==> config.mk <==
export PLATFORM = sky130hd
export DESIGN_NAME = asym_ram_byte_fifo_ctrl
export DESIGN_NICKNAME = d
export VERILOG_FILES = /design/src/rtl/asym_ram_byte_fifo_ctrl.sv
export SDC_FILE = /design/constraint.sdc
export NUM_CORES = 1
export LEC_CHECK = 0
export CELL_PAD_IN_SITES_DETAIL_PLACEMENT = 0
export CELL_PAD_IN_SITES_GLOBAL_PLACEMENT = 1
export CORE_AREA = 5 5 91 93
export CTS_CLUSTER_SIZE = 16
export DETAILED_ROUTE_END_ITERATION = 10
export DIE_AREA = 0 0 96 98
export DONT_BUFFER_PORTS = 1
export GPL_TIMING_DRIVEN = 0
export PLACE_DENSITY = 0.81
export SYNTH_ARGS = -nofsm -noshare
export SYNTH_HDL_FRONTEND = slang
export SYNTH_SLANG_ARGS = --single-unit
==> constraint.sdc <==
create_clock -name clk -period 3 [get_ports clk]
set_input_delay 0.6 -clock clk [delete_from_list [all_inputs] [get_ports clk]]
set_output_delay 0.6 -clock clk [all_outputs]
set_load 0.01 [all_outputs]
==> src/rtl/asym_ram_byte_fifo_ctrl.sv <==
// asym_ram_byte_fifo_ctrl
//   Controls an 8-bit-write / 64-bit-async-read simple dual-port RAM and
//   makes it behave as a FIFO that takes bytes in and gives 64-bit words out.
//   A word becomes visible downstream only after all eight of its bytes have
//   been written to the RAM.
//
//   Optional feature macro: ASYM_FIFO_PAD_FLUSH_EN
//     When defined, a byte accepted with s_last closes the current word by
//     writing zero bytes up to the end of the word. When undefined, s_last
//     is ignored.
//
// Ports
//   clk, rst_n                     clock, synchronous active-low reset
//   s_valid, s_ready, s_data       upstream byte stream
//   s_last                         packet end marker (pad-flush build only)
//   write_enable/addr/data         RAM write port (registered)
//   read_addr, read_data           RAM async read port
//   m_valid, m_ready, m_data       downstream word stream (m_data = read_data)
//   word_count                     committed, unpopped words
//
// States
//   RUN | normal operation, upstream bytes accepted when not full
//   PAD | zero bytes are written to finish a partial word, upstream stalled
module asym_ram_byte_fifo_ctrl #(
  parameter int WADDR_W = 9,
  parameter int RADDR_W = 6
) (
  input  logic                 clk,
  input  logic                 rst_n,
  input  logic                 s_valid,
  output logic                 s_ready,
  input  logic [7:0]           s_data,
  input  logic                 s_last,
  output logic                 write_enable,
  output logic [WADDR_W-1:0]   write_addr,
  output logic [7:0]           write_data,
  output logic [RADDR_W-1:0]   read_addr,
  input  logic [63:0]          read_data,
  output logic                 m_valid,
  input  logic                 m_ready,
  output logic [63:0]          m_data,
  output logic [RADDR_W:0]     word_count
);

  localparam int BSEL_W = WADDR_W - RADDR_W;
  localparam logic [WADDR_W:0] CAP      = {1'b1, {WADDR_W{1'b0}}};
  localparam logic [WADDR_W:0] WP_ONE   = (WADDR_W+1)'(1);
  localparam logic [RADDR_W:0] WORD_ONE = (RADDR_W+1)'(1);

  typedef enum logic {RUN, PAD} state_t;

  state_t           state;
  logic [WADDR_W:0] wp;
  logic [RADDR_W:0] cwp;
  logic [RADDR_W:0] rp;

  logic [WADDR_W:0] used;
  logic             full;
  logic             accept;
  logic             pop;
  logic             word_end;

  // Byte occupancy counts partially written words too, so a word slot is
  // never reused while any of its bytes are still pending.
  assign used     = wp - {rp, {BSEL_W{1'b0}}};
  assign full     = (used == CAP);
  assign s_ready  = rst_n & (state == RUN) & ~full;
  assign accept   = s_valid & s_ready;
  assign word_end = (wp[BSEL_W-1:0] == {BSEL_W{1'b1}});

  assign m_valid    = (cwp != rp);
  assign pop        = m_valid & m_ready;
  assign read_addr  = rp[RADDR_W-1:0];
  assign m_data     = read_data;
  assign word_count = cwp - rp;

`ifndef ASYM_FIFO_PAD_FLUSH_EN
  logic unused_s_last;
  assign unused_s_last = s_last;
`endif

  always_ff @(posedge clk) begin
    if (!rst_n) begin
      state        <= RUN;
      wp           <= '0;
      cwp          <= '0;
      rp           <= '0;
      write_enable <= 1'b0;
      write_addr   <= '0;
      write_data   <= '0;
    end else begin
      write_enable <= 1'b0;
      if (accept) begin
        write_enable <= 1'b1;
        write_addr   <= wp[WADDR_W-1:0];
        write_data   <= s_data;
        wp           <= wp + WP_ONE;
`ifdef ASYM_FIFO_PAD_FLUSH_EN
        if (s_last && !word_end) state <= PAD;
`endif
      end
`ifdef ASYM_FIFO_PAD_FLUSH_EN
      else if (state == PAD && !full) begin
        write_enable <= 1'b1;
        write_addr   <= wp[WADDR_W-1:0];
        write_data   <= 8'h00;
        wp           <= wp + WP_ONE;
        if (word_end) state <= RUN;
      end
`endif
      // The word is committed on the edge that actually writes its last
      // byte, so the read side never sees a word before the RAM holds it.
      if (write_enable && write_addr[BSEL_W-1:0] == {BSEL_W{1'b1}})
        cwp <= cwp + WORD_ONE;
      if (pop)
        rp <= rp + WORD_ONE;
    end
  end

endmodule

==> run metrics, run 1 <==
Max H-tree Level 2; largest net degree at the start of global routing 19; power per cell area 442.2 nW/um^2; ys flop type dfxtp_1; LEAKAGE 1.422 nW; crit-path max cell delay 0.37 ns; CP top delay family adder cells; antenna cells 0; P_sw 0.5723 mW; Switching Share 37.08%; highest-count cells in the layout ignoring fill and taps buf_4, dfxtp_1, nand2_1, nand4_1, nand3_1; crit-path max FO 4; commonest non-fill, non-tap cell in the layout buf_4; Yosys top cell area share 26.16%; first-pass GRT wire length 12.36 mm; Final Hold Fails 0; Min-Delay Startpoint cwp[0]; Unique masters post-synth 45; clock share of power 25.7%; Seq/Total Area, Yosys 26.16%; Inserted Clock Buffers 5; final period utilization 97.11%; arrival time at the worst endpoint 2.31 ns; initial antenna violation count 0; residual DRC count 0; maximum operating frequency 0.3432 GHz; Fin Hold WS 0.4956 ns; unrepaired setup endpoints after global routing yes; largest cells by area after synthesis dfxtp_1, buf_4, ha_1; die area 9408 um^2; Die X 96 um; CTS sink cnt 42; core area 7447 um^2; critical path data required time 2.40 ns; clock slew at reported path FFs 0.09 ns; Critical Path Source Type flip-flop; shortest period the worst path allows 2.913 ns; hold crit path type reg2reg; CP cell instances inv_1 > ha_1 > fa_2 > nand2b_1 > a21oi_2 > or4_4 > o311ai_4 > buf_6 > a21oi_4; critical path class reg2out; sequential fraction of design power 43.0%; Power Internal 0.9713 mW; Max VDD drop 0.0003808 V; Seq cells post-synth 42; Logic pwr share 31.3%; vias after detailed routing 2671; TritonCTS clock tree yes; dpl hpwl 6.396 mm; GRT Util Overall 16.41%; root buffer cell clkbuf_8; status completed; num rows 32; Synthesized Nets 484; critical path's slowest cell dfxtp_2; Netlist Area Pre-Place 3214 um^2; reg2reg start wp[3]; placed cells 491; clock skew 0.01187 ns; Post-DRT Antenna Nets 0; Synth area leader dfxtp_1; Crit. End Element primary output; Non-Filler Instances 501; DIE HEIGHT 98 um; Syn Inst Count 389; synth-to-layout area growth 8.603%; Buf/Inv on CP 2; Worst Tran Pin Value 0.6418 ns; Worst Setup SP wp[3]; Port-buffer cells 0; First-pass DRT Iterations 4; layout cells sized above 1 28.07%; CTS Hold Buffers Added 0; # Max-Cap Violations 0; drt initial violations 77; Starting Density 43.16%; Setup Viol. Count Final 0; Routed wire per std cell 16.36 um; Final Max Slew Viols 0; I/O Pins 174; vias in the first global route 2473; Post-synth EDFFs 0; syn_area_per_cell 8.263 um^2; DRT Wirelength 8.196 mm; post-synthesis async set-or-reset flop share 0%; synth warn 0; RD Place Congestion 0.8281; relative slew slack 57.21%; Via density 5.331; grt ovf 0; clk buf depth 2; worst-skew pair later-pin latency 0.30 ns; setup tns final 0 ns; Final #Nets 493
Yosys cell counts (all sizes together), types with 3 or more instances:
master and instances:
xnor2 10, xor2 16, or3 5, o22a 17, nand2b 3, nand4 26, nand2 35, nand3 23
a31oi 3, inv 18, dfxtp 42, a21oi 11, ha 16, buf 80, nor3 3, o21ai 4
nor2 22, clkbuf 12, o211ai 18
area by class of cell:
class	count	area [um^2]
Buffer	91	655.6
Timing Repair Buffer	3	22.52
Multi-Input combinational cell	237	1677
Tap cell	102	127.6
Inverter	18	67.56
Clock inverter	2	12.51
Clock buffer	6	82.58
Sequential cell	42	845.8
Fill cell	789	3956
flip-flops by register name (all words and copies together), names as in the netlist:
register and flops:
cwp 7, write_addr 9, write_enable 1, write_data 8
rp 7, wp 10
per-layer routing:
metal  up-vias  track usage [%]  share of wire, %
li1       1309                -                 -
met1      1257            20.30                40
met2        99            27.46                50
met3         6            4.545               8.6
met4         0            4.705              0.98
met5         -                0                 0
stage by stage:
stage / instance area, um^2 / setup WS [ns] / power (mW) / utilization (%)
CTS: 3465 / 0.03408 / 1.553 / 46.52
floorplan: 3214 / 0.3152 / 1.028 / -
finish: 3491 / 0.08658 / 1.544 / 46.88
detailed placement: 3342 / 0.02173 / 1.142 / 44.88
global placement: 3342 / 0.01424 / 1.135 / 44.88
global route: 3491 / -0.01756 / 1.615 / 46.88
worst reg2reg max path: cells and delay by family (launching register included):
family	cells	cell delay, ns
fa+ha+maj	2	0.73
compound gates	2	0.26
simple gates	2	0.43
buf+inv	4	0.73
flops	1	0.37
power groups by stage:
stage | Combinational (mW) | Sequential (mW) | Clock [mW]
after floorplan | 0.368 | 0.660 | 0
after global placement | 0.460 | 0.675 | 0
after detailed placement | 0.464 | 0.678 | 0
after CTS | 0.485 | 0.666 | 0.402
after global routing | 0.517 | 0.673 | 0.425
final | 0.483 | 0.664 | 0.396
path summary, 6_finish.rpt:
path                        end  slack (ns)  depth (start not counted)
hold / removal           cwp[0]        0.50                          2
hold reg to reg          cwp[0]        0.50                          2
setup reg to reg  write_data[7]        0.38                         10
setup / recovery        s_ready        0.09                          9
kinds of logic (layout without fill, tap and decap cells):
logic type | Yosys count | count (layout) | share of synthesized area (%)
DFF | 42 | 42 | 26.16
xor gates and xnor gates | 26 | 26 | 7.084
and+or+nand+nor | 130 | 130 | 20.40
AOI/OAI and AO/OA | 63 | 63 | 16.47
buffers and inverters | 110 | 120 | 22.42
adders and majority gates | 18 | 18 | 7.474
timing repair:
item	4_1_cts	5_1_grt
resized for setup	7	4
setup buffers	1	2
endpoints found under the setup margin	1	2
pin swaps	1	1
cloned	0	0
Note: power is estimated with default switching activity, not from simulation.
==> run 2: changes to the inputs <==
--- a/config.mk
+++ b/config.mk
@@ -14,6 +14,7 @@
 export DONT_BUFFER_PORTS = 1
 export GPL_TIMING_DRIVEN = 0
 export PLACE_DENSITY = 0.81
+export REMOVE_ABC_BUFFERS = 1
 export SYNTH_ARGS = -nofsm -noshare
 export SYNTH_HDL_FRONTEND = slang
 export SYNTH_SLANG_ARGS = --single-unit
==> run metrics, run 2 (synthesis gave the netlist of run 1 again) <==
status completed (unchanged); Top reg by flops wp (unchanged); drt initial violations 111 (was 77); hold crit path type in2reg (was reg2reg); DRT Wirelength 10.84 mm (was 8.196 mm); vias in the first global route 2342 (was 2473); Critical Path Source Type flip-flop (unchanged); power per cell area 490.9 nW/um^2 (was 442.2 nW/um^2); I/O Pins 174 (unchanged); critical path data required time 2.40 ns (about the same); shortest period the worst path allows 2.818 ns (was 2.913 ns); CTS sink cnt 42 (unchanged); core area 7447 um^2 (unchanged); worst-skew pair later-pin latency 0.29 ns (was 0.30 ns); die area 9408 um^2 (unchanged); clock slew at reported path FFs 0.08 ns (was 0.09 ns); Port-buffer cells 0 (unchanged); # Max-Cap Violations 0 (unchanged); root buffer cell clkbuf_8 (unchanged); Filler cells 791 (was 789); LEAKAGE 1.064 nW (was 1.422 nW); Setup Viol. Count Final 0 (unchanged); clock skew 0.007288 ns (was 0.01187 ns); critical path class reg2out (unchanged); Final Hold Fails 0 (unchanged); max reg flops 10 (unchanged); final instance area 2944 um^2 (was 3491 um^2); Crit. End Element primary output (unchanged); Worst Tran Pin Value 0.7962 ns (was 0.6418 ns); grt ovf 0 (unchanged); vias after detailed routing 2450 (was 2671); residual DRC count 0 (unchanged); Max VDD drop 0.0002588 V (was 0.0003808 V); Via density 5.904 (was 5.331); unrepaired setup endpoints after global routing no (was yes); first-pass GRT wire length 15.67 mm (was 12.36 mm); Max H-tree Level 2 (unchanged); synth-to-layout area growth -8.408% (was 8.603%); Largest regs wp x10, write_addr x9, write_data x8 (unchanged); TritonCTS clock tree yes (unchanged); layout cells sized above 1 13.74% (was 28.07%); First-pass DRT Iterations 4 (unchanged); Routed wire per std cell 26.11 um (was 16.36 um); maximum operating frequency 0.3549 GHz (was 0.3432 GHz); Die X 96 um (unchanged); CTS Hold Buffers Added 0 (unchanged); Reg area 845.8 um^2 (unchanged); final period utilization 93.93% (was 97.11%); relative slew slack 46.86% (was 57.21%); num rows 32 (unchanged); highest-count cells in the layout ignoring fill and taps dfxtp_1, nand2_1, nand4_1, nand3_1, nor2_1 (was buf_4, dfxtp_1, nand2_1, nand4_1, nand3_1); Power Total 1.445 mW (was 1.544 mW); commonest non-fill, non-tap cell in the layout dfxtp_1 (was buf_4); Post-DRT Antenna Nets 0 (unchanged); initial antenna violation count 0 (unchanged); largest net degree at the start of global routing 60 (was 19); clk buf depth 2 (unchanged); multi-input logic area 1715 um^2 (was 1677 um^2); Final Max Slew Viols 0 (unchanged); DIE HEIGHT 98 um (unchanged); Final #Nets 407 (was 493); Area after DPL 2750 um^2 (was 3342 um^2); GRT Util Overall 22.90% (was 16.41%); arrival time at the worst endpoint 2.22 ns (was 2.31 ns); Inserted Clock Buffers 5 (unchanged); RD Place Congestion 0.8245 (was 0.8281); crit-path max FO 4 (unchanged); antenna cells 0 (unchanged); Starting Density 43.16% (unchanged); dpl hpwl 8.215 mm (was 6.396 mm)
## run 2: changes by cell type in the layout (fill, tap and decap cells not counted), sizes merged
cell    before  now
buf         82    7
clkbuf      18    6
nor3         3    4
## run 2: power breakdown
group	leakage (nW)	internal (mW)	switching [mW]
Clock	0.0472	0.185	0.198
Combinational	0.674	0.157	0.244
Sequential	0.343	0.600	0.0611
Total	1.06	0.943	0.503
## run 2: worst paths after layout
kind | to | slack, ns | from | depth (start not counted)
min | write_enable | 0.44 | s_valid | 2
min reg2reg | cwp[0] | 0.49 | cwp[0] | 2
max | s_ready | 0.18 | wp[3] | 8
max reg2reg | wp[2] | 0.29 | wp[3] | 10
## run 2: metrics by stage
| step | hold slack, ns | utilization, % | setup WS, ns | TNS [ns] | instances |
|---|---|---|---|---|---|
| 2_1_floorplan | 0.4621 | - | -0.6834 | -4.881 | 297 |
| 3_3_place_gp | 0.4773 | 36.11 | -1.469 | -19.99 | 399 |
| 3_5_place_dp | 0.4893 | 36.93 | -0.2507 | -0.3884 | 401 |
| 4_1_cts | 0.4152 | 38.88 | 0.02535 | 0 | 413 |
| 5_1_grt | 0.4226 | 39.53 | 0.01020 | 0 | 415 |
| 6_report | 0.4363 | 39.53 | 0.1822 | 0 | 415 |
## run 2: cell type report
cell class,instances,share of cell area [%]
multi-input combinational,238,58.27
clock buffer,6,2.805
timing repair buffer,7,3.145
inverter,18,2.295
tap,102,4.335
sequential,42,28.73
clock inverter,2,0.4250
## run 2: routing by layer
metal	vias to the layer above	part of all wire [%]	GRT usage [%]
li1	1141	-	-
met1	1120	38	27.35
met2	173	36	26.50
met3	12	24	25.50
met4	4	0.54	3.282
met5	-	0.95	13.89
## run 2: critical path: stages (launching register included)
cell	delay (ns)
dfxtp_2	0.35
inv_1	0.07
ha_1	0.21
fa_1	0.40
nand2b_1	0.21
a21oi_2	0.18
xor2_2	0.23
nor3_4	0.08
a21oi_2	0.20
## run 2: what timing repair did
| item | CTS | global route |
|---|---|---|
| endpoints found under the hold margin | 0 | 0 |
| endpoints found under the setup margin | 2 | 13 |
| setup buffers | 3 | 2 |
| pin swaps | 3 | 2 |
| gates resized for setup | 3 | 10 |
| gates cloned | 1 | 0 |
